$ cat src/rtl/pc_fetch_unit.sv
// pc_fetch_unit: program-counter register and instruction-fetch sequencer.
// Keeps the fetch PC and exports PC+1 to the PC-select mux. Issues one
// outstanding instruction-memory read at a time and hands each fetched word
// to decode over a valid/ready handshake. A redirect (sel_pc) loads the PC
// from output_ALU. A response that was already in flight when the redirect
// arrived is drained and dropped, so the memory never sees a half request.
module pc_fetch_unit #(
   parameter int            AW           = 48,
   parameter int            IW           = 32,
   parameter logic [AW-1:0] RESET_VECTOR = '0
) (
   input  logic          clk,
   input  logic          rst_n,
   input  logic          start,
   input  logic          stall,
   input  logic          sel_pc,
   input  logic [AW-1:0] output_ALU,
   output logic [AW-1:0] output_PC1,
   output logic [AW-1:0] pc_current,
   output logic          imem_req,
   output logic [AW-1:0] imem_addr,
   input  logic          imem_ack,
   input  logic [IW-1:0] imem_rdata,
   output logic          instr_valid,
   input  logic          instr_ready,
   output logic [IW-1:0] instr_out,
   output logic [AW-1:0] instr_pc
);

   // IDLE : waiting for start
   // FETCH: issuing a read, or waiting for its ack
   // HOLD : fetched word is on instr_out, waiting for decode to take it
   // KILL : draining a response that a redirect has made stale
   typedef enum logic [1:0] {
      IDLE  = 2'd0,
      FETCH = 2'd1,
      HOLD  = 2'd2,
      KILL  = 2'd3
   } state_t;

   state_t        state, state_next;
   logic [AW-1:0] pc, pc_next;
   logic [AW-1:0] pc_inc;
   logic          req_next;
   logic [AW-1:0] addr_next;
   logic          valid_next;
   logic [IW-1:0] out_next;
   logic [AW-1:0] ipc_next;

   // PC+1 wraps silently at 2^AW. It is the sequential successor used by the
   // mux and by the PC update after a delivered fetch.
   assign pc_inc     = pc + AW'(1);
   assign output_PC1 = pc_inc;
   assign pc_current = pc;

   // Next-state and next-output logic for the fetch sequencer.
   always_comb begin
      // NOTE: every signal assigned here gets a default first; a branch that
      // leaves one unassigned would infer a latch.
      state_next = state;
      pc_next    = pc;
      req_next   = imem_req;
      addr_next  = imem_addr;
      valid_next = instr_valid;
      out_next   = instr_out;
      ipc_next   = instr_pc;

      unique case (state)
         IDLE: begin
            // A redirect while idle only reloads the PC.
            if (sel_pc) pc_next = output_ALU;
            if (start)  state_next = FETCH;
         end

         FETCH: begin
            if (!imem_req) begin
               // No read in flight. A redirect wins over stall and over
               // issuing. The request goes out next cycle from the new PC.
               if (sel_pc) begin
                  pc_next = output_ALU;
               end else if (!stall) begin
                  req_next  = 1'b1;
                  addr_next = pc;
               end
            end else if (sel_pc) begin
               // A read is in flight and has gone stale. Drop it now if it
               // completes this cycle, otherwise drain it in KILL.
               pc_next = output_ALU;
               if (imem_ack) req_next   = 1'b0;
               else          state_next = KILL;
            end else if (imem_ack) begin
               // A good response: latch it for decode and advance the PC.
               req_next   = 1'b0;
               valid_next = 1'b1;
               out_next   = imem_rdata;
               ipc_next   = pc;
               pc_next    = pc_inc;
               state_next = HOLD;
            end
         end

         HOLD: begin
            // A redirect drops the buffered word even if decode is taking it.
            if (sel_pc) begin
               pc_next    = output_ALU;
               valid_next = 1'b0;
               state_next = FETCH;
            end else if (instr_ready) begin
               valid_next = 1'b0;
               state_next = FETCH;
            end
         end

         KILL: begin
            // Hold the request until the stale response arrives, then
            // discard it. The last redirect seen here sets the PC.
            if (sel_pc) pc_next = output_ALU;
            if (imem_ack) begin
               req_next   = 1'b0;
               state_next = FETCH;
            end
         end

         default: state_next = IDLE;
      endcase
   end

   // State and output registers. Reset puts the unit back to IDLE at
   // RESET_VECTOR and abandons any outstanding request.
   always_ff @(posedge clk or negedge rst_n) begin
      if (!rst_n) begin
         state       <= IDLE;
         pc          <= RESET_VECTOR;
         imem_req    <= 1'b0;
         imem_addr   <= RESET_VECTOR;
         instr_valid <= 1'b0;
         instr_out   <= '0;
         instr_pc    <= '0;
      end else begin
         // NOTE: registered state uses non-blocking assignments, so every
         // flop samples the values from before this edge.
         state       <= state_next;
         pc          <= pc_next;
         imem_req    <= req_next;
         imem_addr   <= addr_next;
         instr_valid <= valid_next;
         instr_out   <= out_next;
         instr_pc    <= ipc_next;
      end
   end

endmodule

$ cat config.mk
export PLATFORM = sky130hd
export DESIGN_NAME = pc_fetch_unit
export DESIGN_NICKNAME = d
export VERILOG_FILES = /design/src/rtl/pc_fetch_unit.sv
export SDC_FILE = /design/constraint.sdc
export NUM_CORES = 1
export LEC_CHECK = 0
export CORE_MARGIN = 2
export CORE_UTILIZATION = 49
export DETAILED_ROUTE_END_ITERATION = 8
export HOLD_SLACK_MARGIN = 0.15
export PLACE_DENSITY = 0.94
export SLEW_MARGIN = 40
export SYNTH_ARGS = -nofsm -noshare
export SYNTH_HDL_FRONTEND = slang
export SYNTH_SLANG_ARGS = --single-unit
$ cat constraint.sdc
create_clock -name clk -period 3.85 [get_ports clk]
set_input_delay 0.5775 -clock clk [delete_from_list [all_inputs] [get_ports clk]]
set_output_delay 0.5775 -clock clk [all_outputs]
set_load 0.01 [all_outputs]
After elaboration in Yosys (flattened, before gate mapping)
Index checks and enable logic that the tools add are counted.

word-level totals
  bits in registers = 180

cells by class
  mux-type cells = 26
  equal/unequal tests = 12
  add/subtract/negate cells = 1
  bitwise logic cells = 3
  reduce and logical (&&, ||, !) cells = 9

operators by type and width
  operator                                        count
  two-way mux 48 bit                              4
  case mux 48 bit (2 select lines)                1
  adder 48 x 1 -> 48 bit (second input constant)  1
  two-way mux 2 bit                               8
  two-way mux 1 bit                               10
  != test 2 bit (second input constant)           5
  != test 3 bit (second input constant)           3
  case mux 2 bit (4 select lines)                 1
  AND reduction 4 bit                             2
  AND reduction 6 bit                             1
  AND reduction 5 bit                             1
  == test 2 bit (second input constant)           2
  != test 4 bit (second input constant)           1
  case mux 1 bit (2 select lines)                 2
  nonzero test 2 bit                              2
  NOT 1 bit                                       3
  OR reduction 3 bit                              1
  == test 2 x 1 -> 1 bit (second input constant)  1
  logical NOT 2 bit                               1
  AND reduction 2 bit                             1

Depth between registers and ports, before layout
Gate-level depths: netlist (run 1).

  word-level depth = 5
  mapped depth = 9

Least setup slack after synthesis (run 1)
Ideal clock, no wire load.

  path kind = reg2out
  start = register pc[10] (netlist: pc_current[10])
  end = output port output_PC1[43]
  path slack = 1.186 ns
  data required time = 3.273 ns
  arrival time = 2.086 ns
  cell stages (with the launch flop) = 8
  cell sequence = dfrtp_1 buf_2 nand3_4 or4_1 or2_1 buf_2 or2_1 xnor2_1

between the ends
  word-level cells in the longest chain between the ends = 1

ends and longest elaborated chain
  what                    line  RTL
  start, declared         42    logic [AW-1:0] pc, pc_next;
  start signal, assigned  143   pc <= pc_next;
  adder 48 x 1 -> 48 bit  52    assign pc_inc = pc + AW'(1);
  end, declared           18    output logic [AW-1:0] output_PC1,

Every way passes these cells.

Final worst setup path (run 1)
  start = register pc[1] (netlist: pc_current[1])
  end = output port output_PC1[20]

Same word-level chain as after synthesis.

==> impl_metrics.tcl, run 1 <==
set metrics [dict create \
    outcome "complete, no violations" \
    r2r_cells 5 \
    fill_cells 1247 \
    gp_congestion 0.872 \
    met2_usage_pct 50.6 \
    dieArea_um2 18900 \
    drv_slew 0 \
    worst_slew_pin_slew_ps 796 \
    ys_seq_elements 180 \
    cts_sinks 180 \
    power_density_nw_per_um2 666 \
    final.min_clock_period_ps 3690 \
    path_class "flop to output port" \
    grt_max_degree 96 \
    synth_xor_area_share_pct 5.22 \
    synth-edff-count 0 \
    synth-simple-area-share_pct 24.7 \
    synthAdderAreaFrac_pct 0.143 \
    initial_utilization_pct 50.3 \
    synth_top_area_share_pct 51.6 \
    rsz0062_at_grt "no" \
    hold_buffers 0 \
    root_buffer "clkbuf_16" \
    use_met3_pct 9.35 \
    start_kind "flop" \
    min_path_type "primary input to asynchronous set/reset pin" \
    yosysWarnings 0 \
    route.detailed.drc 0 \
    yosysSeqAreaShare_pct 51.6 \
    antenna_found_initial 3 \
    worstPathMaxFanout 11 \
    port_buffers 312 \
    rows 48 \
    dieHeight_um 137 \
    synthTopCellsByArea "dfrtp_1 52%, nand2_1 13%, mux2_2 4.0%" \
    vias 8367 \
    ios 313 \
    core_um2 17400 \
    hold_violations 0 \
    required_ps 3270 \
    regToRegStartpoint "pc_current[31]$_DFFE_PN0P_" \
    htreeDepth 4 \
    synthArstFlopShare_pct 100 \
    antenna_left 0 \
    postSynthCellCount 945 \
    final_util_pct 73.0 \
    drt_pre_antenna_iters 5 \
    postRouteWirelength_mm 29.5 \
    wire_per_inst_um 20.2 \
    synth_common_cells "294 x nand2_1, 180 x dfrtp_1, 56 x clkbuf_1" \
    crit_arrival_ps 3110 \
    groute.usage.overall_pct 31.3 \
    clk_transition_reported_paths_ps 70 \
    peakVddDrop_mv 0.429 \
    slew_headroom_pct 46.9 \
    synth_top_family_by_area "simple AND/OR/NAND/NOR gates" \
    rrSetupSlack_ps 1340 \
    cts_inserted_buffers 17 \
    post_cts_buffers 0 \
    finalSetupViolCount 0 \
    grt_overflow 0 \
    cts_tree "built" \
    first_global_vias 8038 \
    synth_mux_area_share_pct 6.02 \
    p_leak_uw 0.00549 \
    fmax_mhz 271 \
    die_x_um 137 \
    synthFlopType "dfrtp_1" \
    drt_iter0_drc 563 \
    synth_most_common_cell "nand2_1" \
    drive_above_1_share_pct 8.35 \
    grt_pass1_wl_mm 44.9 \
    maxCapViolCount 0 \
    post-route-period-util_pct 95.8 \
    synth_cell_types 61 \
    area_growth_syn_to_layout_pct 45.2 \
    nets 1309 \
    clock_latency_ps 430 \
    rr_endpoint "pc_current[45]$_DFFE_PN0P_" \
    yosys.area.top_type "dfrtp_1" \
    hpwlAfterDp_mm 20.9 \
    synth_area_um2 8730 \
    avgSynthCellArea_um2 9.24 \
    fin_skew_ps 8.42 \
    top_usage_layer "met2" \
    syn_nets 1033 \
    synth_compound_area_share_pct 8.24 \
    cts_buffer_depth 2 \
    viasPerCell 5.72 \
    setup_tns_ps 0 \
    critPathCaptureType "output port" \
    gr-usage-met1_pct 39.7 \
]
==> state kept, by name, summed over array words and instances (netlist names) <==
name         flops
imem_addr       48
imem_req         1
instr_out       32
instr_pc        48
instr_valid      1
pc_current      48
state            2
==> what timing repair did <==
| action | 4_1_cts | 5_1_grt |
|---|---|---|
| hold endpoints to repair | 0 | 0 |
| resized for setup | 0 | 4 |
| endpoints found under the setup margin | 0 | 6 |
==> area by class of cell <==
type                       count  area [um^2]  area share, %
timing repair buffer         337         3340           26.3
tap                          225          282           2.22
sequential                   180         4500           35.5
multi-input combinational    677         3910           30.8
clock buffer                  18          439           3.47
inverter                       8         30.0          0.237
clock inverter                14          168           1.32
antenna                        3         7.51         0.0592
==> critical path: stages, from the launching register on <==
cell             delay [ps]
dfrtp_1                 480
ha_1                    290
nand3_2                 190
nor3_2                  330
buf_4                   240
and3_2                  270
and3_1                  190
xnor2_1                 120
clkdlybuf4s50_1         560
==> cell usage in the layout, fill, tap and decap left out, types with 11 or more instances in the layout <==
| cell type | instances |
|---|---|
| nor2_1 | 45 |
| dfrtp_1 | 180 |
| clkbuf_16 | 17 |
| and3_1 | 14 |
| o211ai_1 | 12 |
| nand2_1 | 293 |
| o21ai_0 | 22 |
| nand3_1 | 26 |
| xnor2_1 | 31 |
| buf_4 | 23 |
| nand4_1 | 24 |
| a21oi_1 | 11 |
| mux2_2 | 31 |
| clkdlybuf4s50_1 | 310 |
| xor2_1 | 21 |
| nor3_1 | 15 |
| mux2_1 | 13 |
==> routing by layer <==
| metal | part of all wire, % | wire (um) |
|---|---|---|
| met5 | 0 | 0 |
| met3 | 9.9 | 2910 |
| met2 | 48 | 14200 |
| met1 | 39 | 11500 |
| met4 | 3.1 | 920 |
==> where the power goes <==
part,total [uW],internal [uW],switching [uW]
clock,1810,997,810
combinational,3490,1940,1550
sequential,3150,2610,538
==> worst max-delay path by stage <==
stage / start / end / slack (ps)
CTS: pc_current[1]$_DFFE_PN0P_ / output_PC1[20] / 70
global placement: pc_current[1]$_DFFE_PN0P_ / output_PC1[20] / 660
global route: pc_current[1]$_DFFE_PN0P_ / output_PC1[20] / 10
finish: pc_current[1]$_DFFE_PN0P_ / output_PC1[20] / 160
floorplan: pc_current[10]$_DFFE_PN0P_ / output_PC1[43] / 1190
detailed placement: pc_current[1]$_DFFE_PN0P_ / output_PC1[20] / 550
==> logic make-up after synthesis <==
| group | count (synthesis) |
|---|---|
| AND/OR/NAND/NOR | 475 |
| flip-flops | 180 |
| AO/OA/AOI/OAI | 102 |
| buffers and inverters | 88 |
| XOR/XNOR | 52 |
| multiplexers | 47 |
| adder cells (fa/ha/maj) | 1 |
==> per-stage QoR <==
stage	power (uW)	std cells	worst slack (ps)	area [um^2]	hold slack [ps]
floorplan	4500	945	1190	8730	282
global placement	6560	1427	664	12000	456
detailed placement	6670	1427	554	12000	461
CTS	8480	1459	66.2	12600	255
global route	8890	1461	11.2	12700	221
finish	8450	1462	161	12700	164
Note: power is estimated with default switching activity, not from simulation.
==> run 2, diff against run 1 <==
==> constraint.sdc (replaced) <==
create_clock -name clk -period 3.85 [get_ports clk]
set_input_delay 0.5775 -clock clk [delete_from_list [all_inputs] [get_ports clk]]
set_output_delay 0.5775 -clock clk [all_outputs]
set_load 0.005 [all_outputs]
==> run 2 against run 1 <==
  * Critical endpoint unchanged
  * Clock-buffer cell count increased by 2
  * Routed wire length increased by 2.9%
  * Clock skew barely moved
  * Flip-flop and latch count unchanged
  * Register-to-register slack gained 30 ps
  * Hold slack better by 310 ps
  * Global-route usage increased by 1.0 points
  * Sequential power hardly changed
  * Combinational power fell by 8.6%
  * Clock power down 7%
  * Sequential share of layout area up 0.084 points
  * Cell area decreased by 0.24%
==> impl_metrics.tcl, run 2 (synthesis results as in run 1) <==
set metrics [dict create \
    vias 8440 \
    wire_per_inst_um 20.8 \
    dieArea_um2 18900 \
    fin_cells 1460 \
    power_density_nw_per_um2 637 \
    cts_inserted_buffers 17 \
    cpMostUsedCell "and3_1" \
    drv_slew 0 \
    finalSetupViolCount 0 \
    port_buffers 312 \
    final.min_clock_period_ps 3680 \
    setup_tns_ps 0 \
    core_um2 17400 \
    final_cell_mix "310 x clkdlybuf4s50_1, 293 x nand2_1, 180 x dfrtp_1" \
    first_global_vias 8354 \
    outcome "complete, no violations" \
    worst_slew_pin_slew_ps 604 \
    post_cts_buffers 0 \
    dieHeight_um 137 \
    placedCellCount 1425 \
    critPathCaptureType "output port" \
    cts_sinks 180 \
    antenna_left 0 \
    fill_cells 1256 \
    hpwlAfterDp_mm 21.6 \
    nets 1308 \
    path_class "flop to output port" \
    rrSetupSlack_ps 1370 \
    startpoint "pc_current[1]$_DFFE_PN0P_" \
    grt_pass1_wl_mm 46.4 \
    grt_max_degree 82 \
    ios 313 \
    worstPathMaxFanout 11 \
    regToRegStartpoint "pc_current[2]$_DFFE_PN0P_" \
    clock_latency_ps 440 \
    area_growth_syn_to_layout_pct 44.8 \
    peakVddDrop_mv 0.390 \
    final_common_cell "clkdlybuf4s50_1" \
    initial_utilization_pct 50.3 \
    rows 48 \
    crit_path_max_incr_delay_ps 530 \
    rr_endpoint "pc_current[37]$_DFFE_PN0P_" \
    viasPerCell 5.78 \
    slew_headroom_pct 59.7 \
    gp_congestion 0.888 \
    endpoint "output_PC1[20]" \
    fin_skew_ps 8.23 \
    drive_above_1_share_pct 7.95 \
    required_ps 3270 \
    crit_chain "ha_1 -> nand3_2 -> nor3_2 -> buf_4 -> and3_1 -> and3_1 -> xnor2_1 -> clkdlybuf4s50_1" \
    drt_pre_antenna_iters 5 \
    htreeDepth 4 \
    hold_violations 0 \
    die_x_um 137 \
    cts_buffer_depth 2 \
    grt_overflow 0 \
    min_path_type "flop to flop" \
    start_kind "flop" \
    crit_slowest_cell "clkdlybuf4s50_1" \
    crit_arrival_ps 3100 \
    postRouteWirelength_mm 30.3 \
    drt_iter0_drc 703 \
    clk_transition_reported_paths_ps 70 \
    groute.usage.overall_pct 32.3 \
    total_power_uw 8050 \
    antenna_found_initial 1 \
    cts_tree "built" \
    p_leak_uw 0.00546 \
    r2r_cells 5 \
    post-route-period-util_pct 95.5 \
    fmax_mhz 272 \
    maxCapViolCount 0 \
    final_util_pct 72.8 \
    root_buffer "clkbuf_16" \
    route.detailed.drc 0 \
]
==> run 2: changes by cell type in the layout (fill, tap and decap cells not counted), sizes merged <==
cell | previous run | this run
clkinv | 3 | 8
clkbuf | 18 | 21
inv | 13 | 7
diode | 3 | 2
dlygate4sd3 | 0 | 1
buf | 27 | 24
bufinv | 2 | 1
==> run 2: critical path, delay by kind of cell, from the launching register on <==
family | cells | cell delay, ps
buf+inv | 2 | 770
simple gates | 4 | 1020
flops | 1 | 470
fa+ha+maj | 1 | 290
xor+xnor | 1 | 120
==> run 2: worst min-delay path by stage <==
stage                                  start                  endpoint  slack, ps  cells past startpoint
finish              instr_out[5]$_DFFE_PN0P_  instr_out[5]$_DFFE_PN0P_        470                      2
global route        instr_out[6]$_DFFE_PN0P_  instr_out[6]$_DFFE_PN0P_        500                      2
CTS                 instr_out[4]$_DFFE_PN0P_  instr_out[4]$_DFFE_PN0P_        480                      2
detailed placement  instr_out[5]$_DFFE_PN0P_  instr_out[5]$_DFFE_PN0P_        460                      2
global placement    instr_pc[35]$_DFFE_PN0P_  instr_pc[35]$_DFFE_PN0P_        460                      2
floorplan                              rst_n  imem_addr[0]$_DFFE_PN0P_        280                      0
==> run 2: power breakdown <==
part	internal, uW	leakage [uW]	switching, uW
clock	925	0.000268	770
sequential	2610	0.00220	551
combinational	1930	0.00300	1260
==> run 2: repair_timing <==
item	4_1_cts	5_1_grt
resized for setup	0	2
hold buffers	1	0
setup endpoints to repair	0	5
endpoints found under the hold margin	48	0
==> run 2: layer usage <==
metal  up-vias  GRT usage, %  routed length, um
met2       463          54.7              15000
met5         -             0                  0
met4         0          10.4                791
met3        71          8.06               2940
li1       3777             -                  -
met1      4129          40.7              11600
==> run 2: area by class of cell <==
type | instances | area [um^2] | area share, %
Clock inverter | 12 | 106 | 0.841
Antenna cell | 2 | 5.00 | 0.0396
Multi-Input combinational cell | 677 | 3910 | 30.9
Clock buffer | 20 | 457 | 3.61
Inverter | 8 | 30.0 | 0.238
Timing Repair Buffer | 336 | 3350 | 26.5
Sequential cell | 180 | 4500 | 35.6
Tap cell | 225 | 282 | 2.23
==> run 2: stage by stage <==
stage               area, um^2  setup WS, ps  hold WS [ps]
global route             12600         -5.70           497
CTS                      12600           107           478
global placement         12000           696           457
floorplan                 8730          1310           282
finish                   12600           175           474
detailed placement       12100           600           461
==> run 3, diff against run 2 <==
Settings changed: CORE_MARGIN 2 to not set.
==> run 3 against run 2 <==
  * Sequential share of layout area about the same
  * Hold slack improved by 2.4 ps
  * Clock skew increased by 3.1 ps
  * Sequential power about the same
  * Cell count about the same
  * Combinational power decreased by 2%
  * Flip-flop and latch count unchanged
  * Cell area about the same
  * Critical endpoint is now output_PC1[34]
  * Clock-buffer cell count decreased by 1
  * Setup slack got worse by 9.9 ps
  * Highest routed layer unchanged
  * Clock power increased by 5%
==> impl_metrics.tcl, run 3 (synthesis results as in run 1) <==
set metrics [dict create \
    required_ps 3270 \
    fin_skew_ps 11.4 \
    clock_latency_ps 430 \
    p_leak_uw 0.00548 \
    antenna_cells 0 \
    nets 1310 \
    drv_slew 0 \
    rr_endpoint "pc_current[47]$_DFFE_PN0P_" \
    post-route-period-util_pct 95.7 \
    drt_pre_antenna_iters 6 \
    placed_area_um2 12000 \
    post_cts_buffers 0 \
    worst_slew_pin_slew_ps 622 \
    wl_met3_mm 2.50 \
    final_area_um2 12600 \
    final_common_cell "clkdlybuf4s50_1" \
    drt_iter0_drc 525 \
    holdPathStages 2 \
    fmax_mhz 271 \
    top_layer_used "met4" \
    port_buffers 312 \
    worstPathMaxFanout 12 \
    grt_overflow 0 \
    crit_arrival_ps 3110 \
    min_path_type "flop to flop" \
    fin_ws_ps 165 \
    die_x_um 135 \
    regToRegStartpoint "pc_current[2]$_DFFE_PN0P_" \
    groute.usage.overall_pct 32.2 \
    start_kind "flop" \
    area_growth_syn_to_layout_pct 44.9 \
    rrSetupSlack_ps 1390 \
    hold_violations 0 \
    peakVddDrop_mv 0.425 \
    wl_met1_mm 11.5 \
    hpwlAfterDp_mm 20.7 \
    antenna_found_initial 1 \
    r2r_cells 5 \
    drive_above_1_share_pct 7.94 \
    htreeDepth 4 \
    final.min_clock_period_ps 3690 \
    rsz0062_at_grt "no" \
    rows 48 \
    slew_headroom_pct 58.2 \
    viasPerCell 5.70 \
    ios 313 \
    grt_max_degree 99 \
    dr_wl_met2_mm 14.4 \
    startpoint "pc_current[1]$_DFFE_PN0P_" \
    setup_tns_ps 0 \
    place_ws_ps 541 \
    first_global_vias 8170 \
    outcome "complete, no violations" \
    root_buffer "clkbuf_16" \
    wire_per_inst_um 20.0 \
    dieHeight_um 135 \
    finalSetupViolCount 0 \
    fill_cells 1221 \
    path_class "flop to output port" \
    initial_utilization_pct 50.3 \
    postRouteWirelength_mm 29.2 \
    core_um2 17400 \
    maxCapViolCount 0 \
    gp_congestion 0.886 \
    grt_pass1_wl_mm 44.9 \
    cts_buffer_depth 2 \
    cts_inserted_buffers 17 \
    vias 8316 \
    cts_sinks 180 \
    critPathCaptureType "output port" \
    route.detailed.drc 0 \
    antenna_left 0 \
    clk_transition_reported_paths_ps 70 \
    dieArea_um2 18400 \
    cts_tree "built" \
    final_cell_mix "310 x clkdlybuf4s50_1, 293 x nand2_1, 180 x dfrtp_1" \
    endpoint "output_PC1[34]" \
    power_density_nw_per_um2 640 \
]
[run 3: repair_timing]
item | 4_1_cts | 5_1_grt
gates resized for setup | 0 | 2
hold buffers | 0 | 1
endpoints found under the setup margin | 0 | 9
endpoints found under the hold margin | 0 | 24
[run 3: area by class of cell]
type	count	area (um^2)	area share (%)
Sequential cell	180	4500	35.6
Timing Repair Buffer	338	3340	26.4
Clock inverter	12	144	1.14
Inverter	8	30.0	0.237
Tap cell	225	282	2.23
Clock buffer	19	443	3.50
Multi-Input combinational cell	677	3910	30.9
[run 3: stage by stage]
step / cells / power (uW) / util, % / hold WS [ps]
finish: 1459 / 8100 / 72.9 / 476
global route: 1459 / 8520 / 72.9 / 488
CTS: 1457 / 8120 / 72.6 / 239
detailed placement: 1426 / 6340 / 69.2 / 462
global placement: 1426 / 6190 / 69.1 / 457
floorplan: 945 / 4190 / - / 282
[run 3: worst min path at each step]
stage / from / endpoint / slack (ps)
after floorplan: rst_n / imem_addr[0]$_DFFE_PN0P_ / 280
after global placement: instr_out[27]$_DFFE_PN0P_ / instr_out[27]$_DFFE_PN0P_ / 460
after detailed placement: instr_out[4]$_DFFE_PN0P_ / instr_out[4]$_DFFE_PN0P_ / 460
after CTS: rst_n / imem_addr[25]$_DFFE_PN0P_ / 240
after global routing: instr_out[5]$_DFFE_PN0P_ / instr_out[5]$_DFFE_PN0P_ / 490
final: instr_pc[3]$_DFFE_PN0P_ / instr_pc[3]$_DFFE_PN0P_ / 480
[run 3: worst max-delay path: stages, from the launching register on]
cell,delay [ps]
dfrtp_1,470
ha_1,270
nand3_1,240
nor3_1,250
buf_4,240
nand3_2,210
nor3_1,290
xor2_1,160
clkdlybuf4s50_1,530
[run 3: per-layer routing]
layer  vias up  global-route usage [%]
li1       3774                       -
met2       444                    53.2
met5         -                       0
met4         0                    13.0
met1      4036                    41.0
met3        62                    7.26
[run 3: power by group]
part           total [uW]  leakage [uW]  switching [uW]  internal (uW)
Combinational        3140       0.00299            1210           1930
Clock                1770      0.000283             783            984
Sequential           3190       0.00220             580           2610
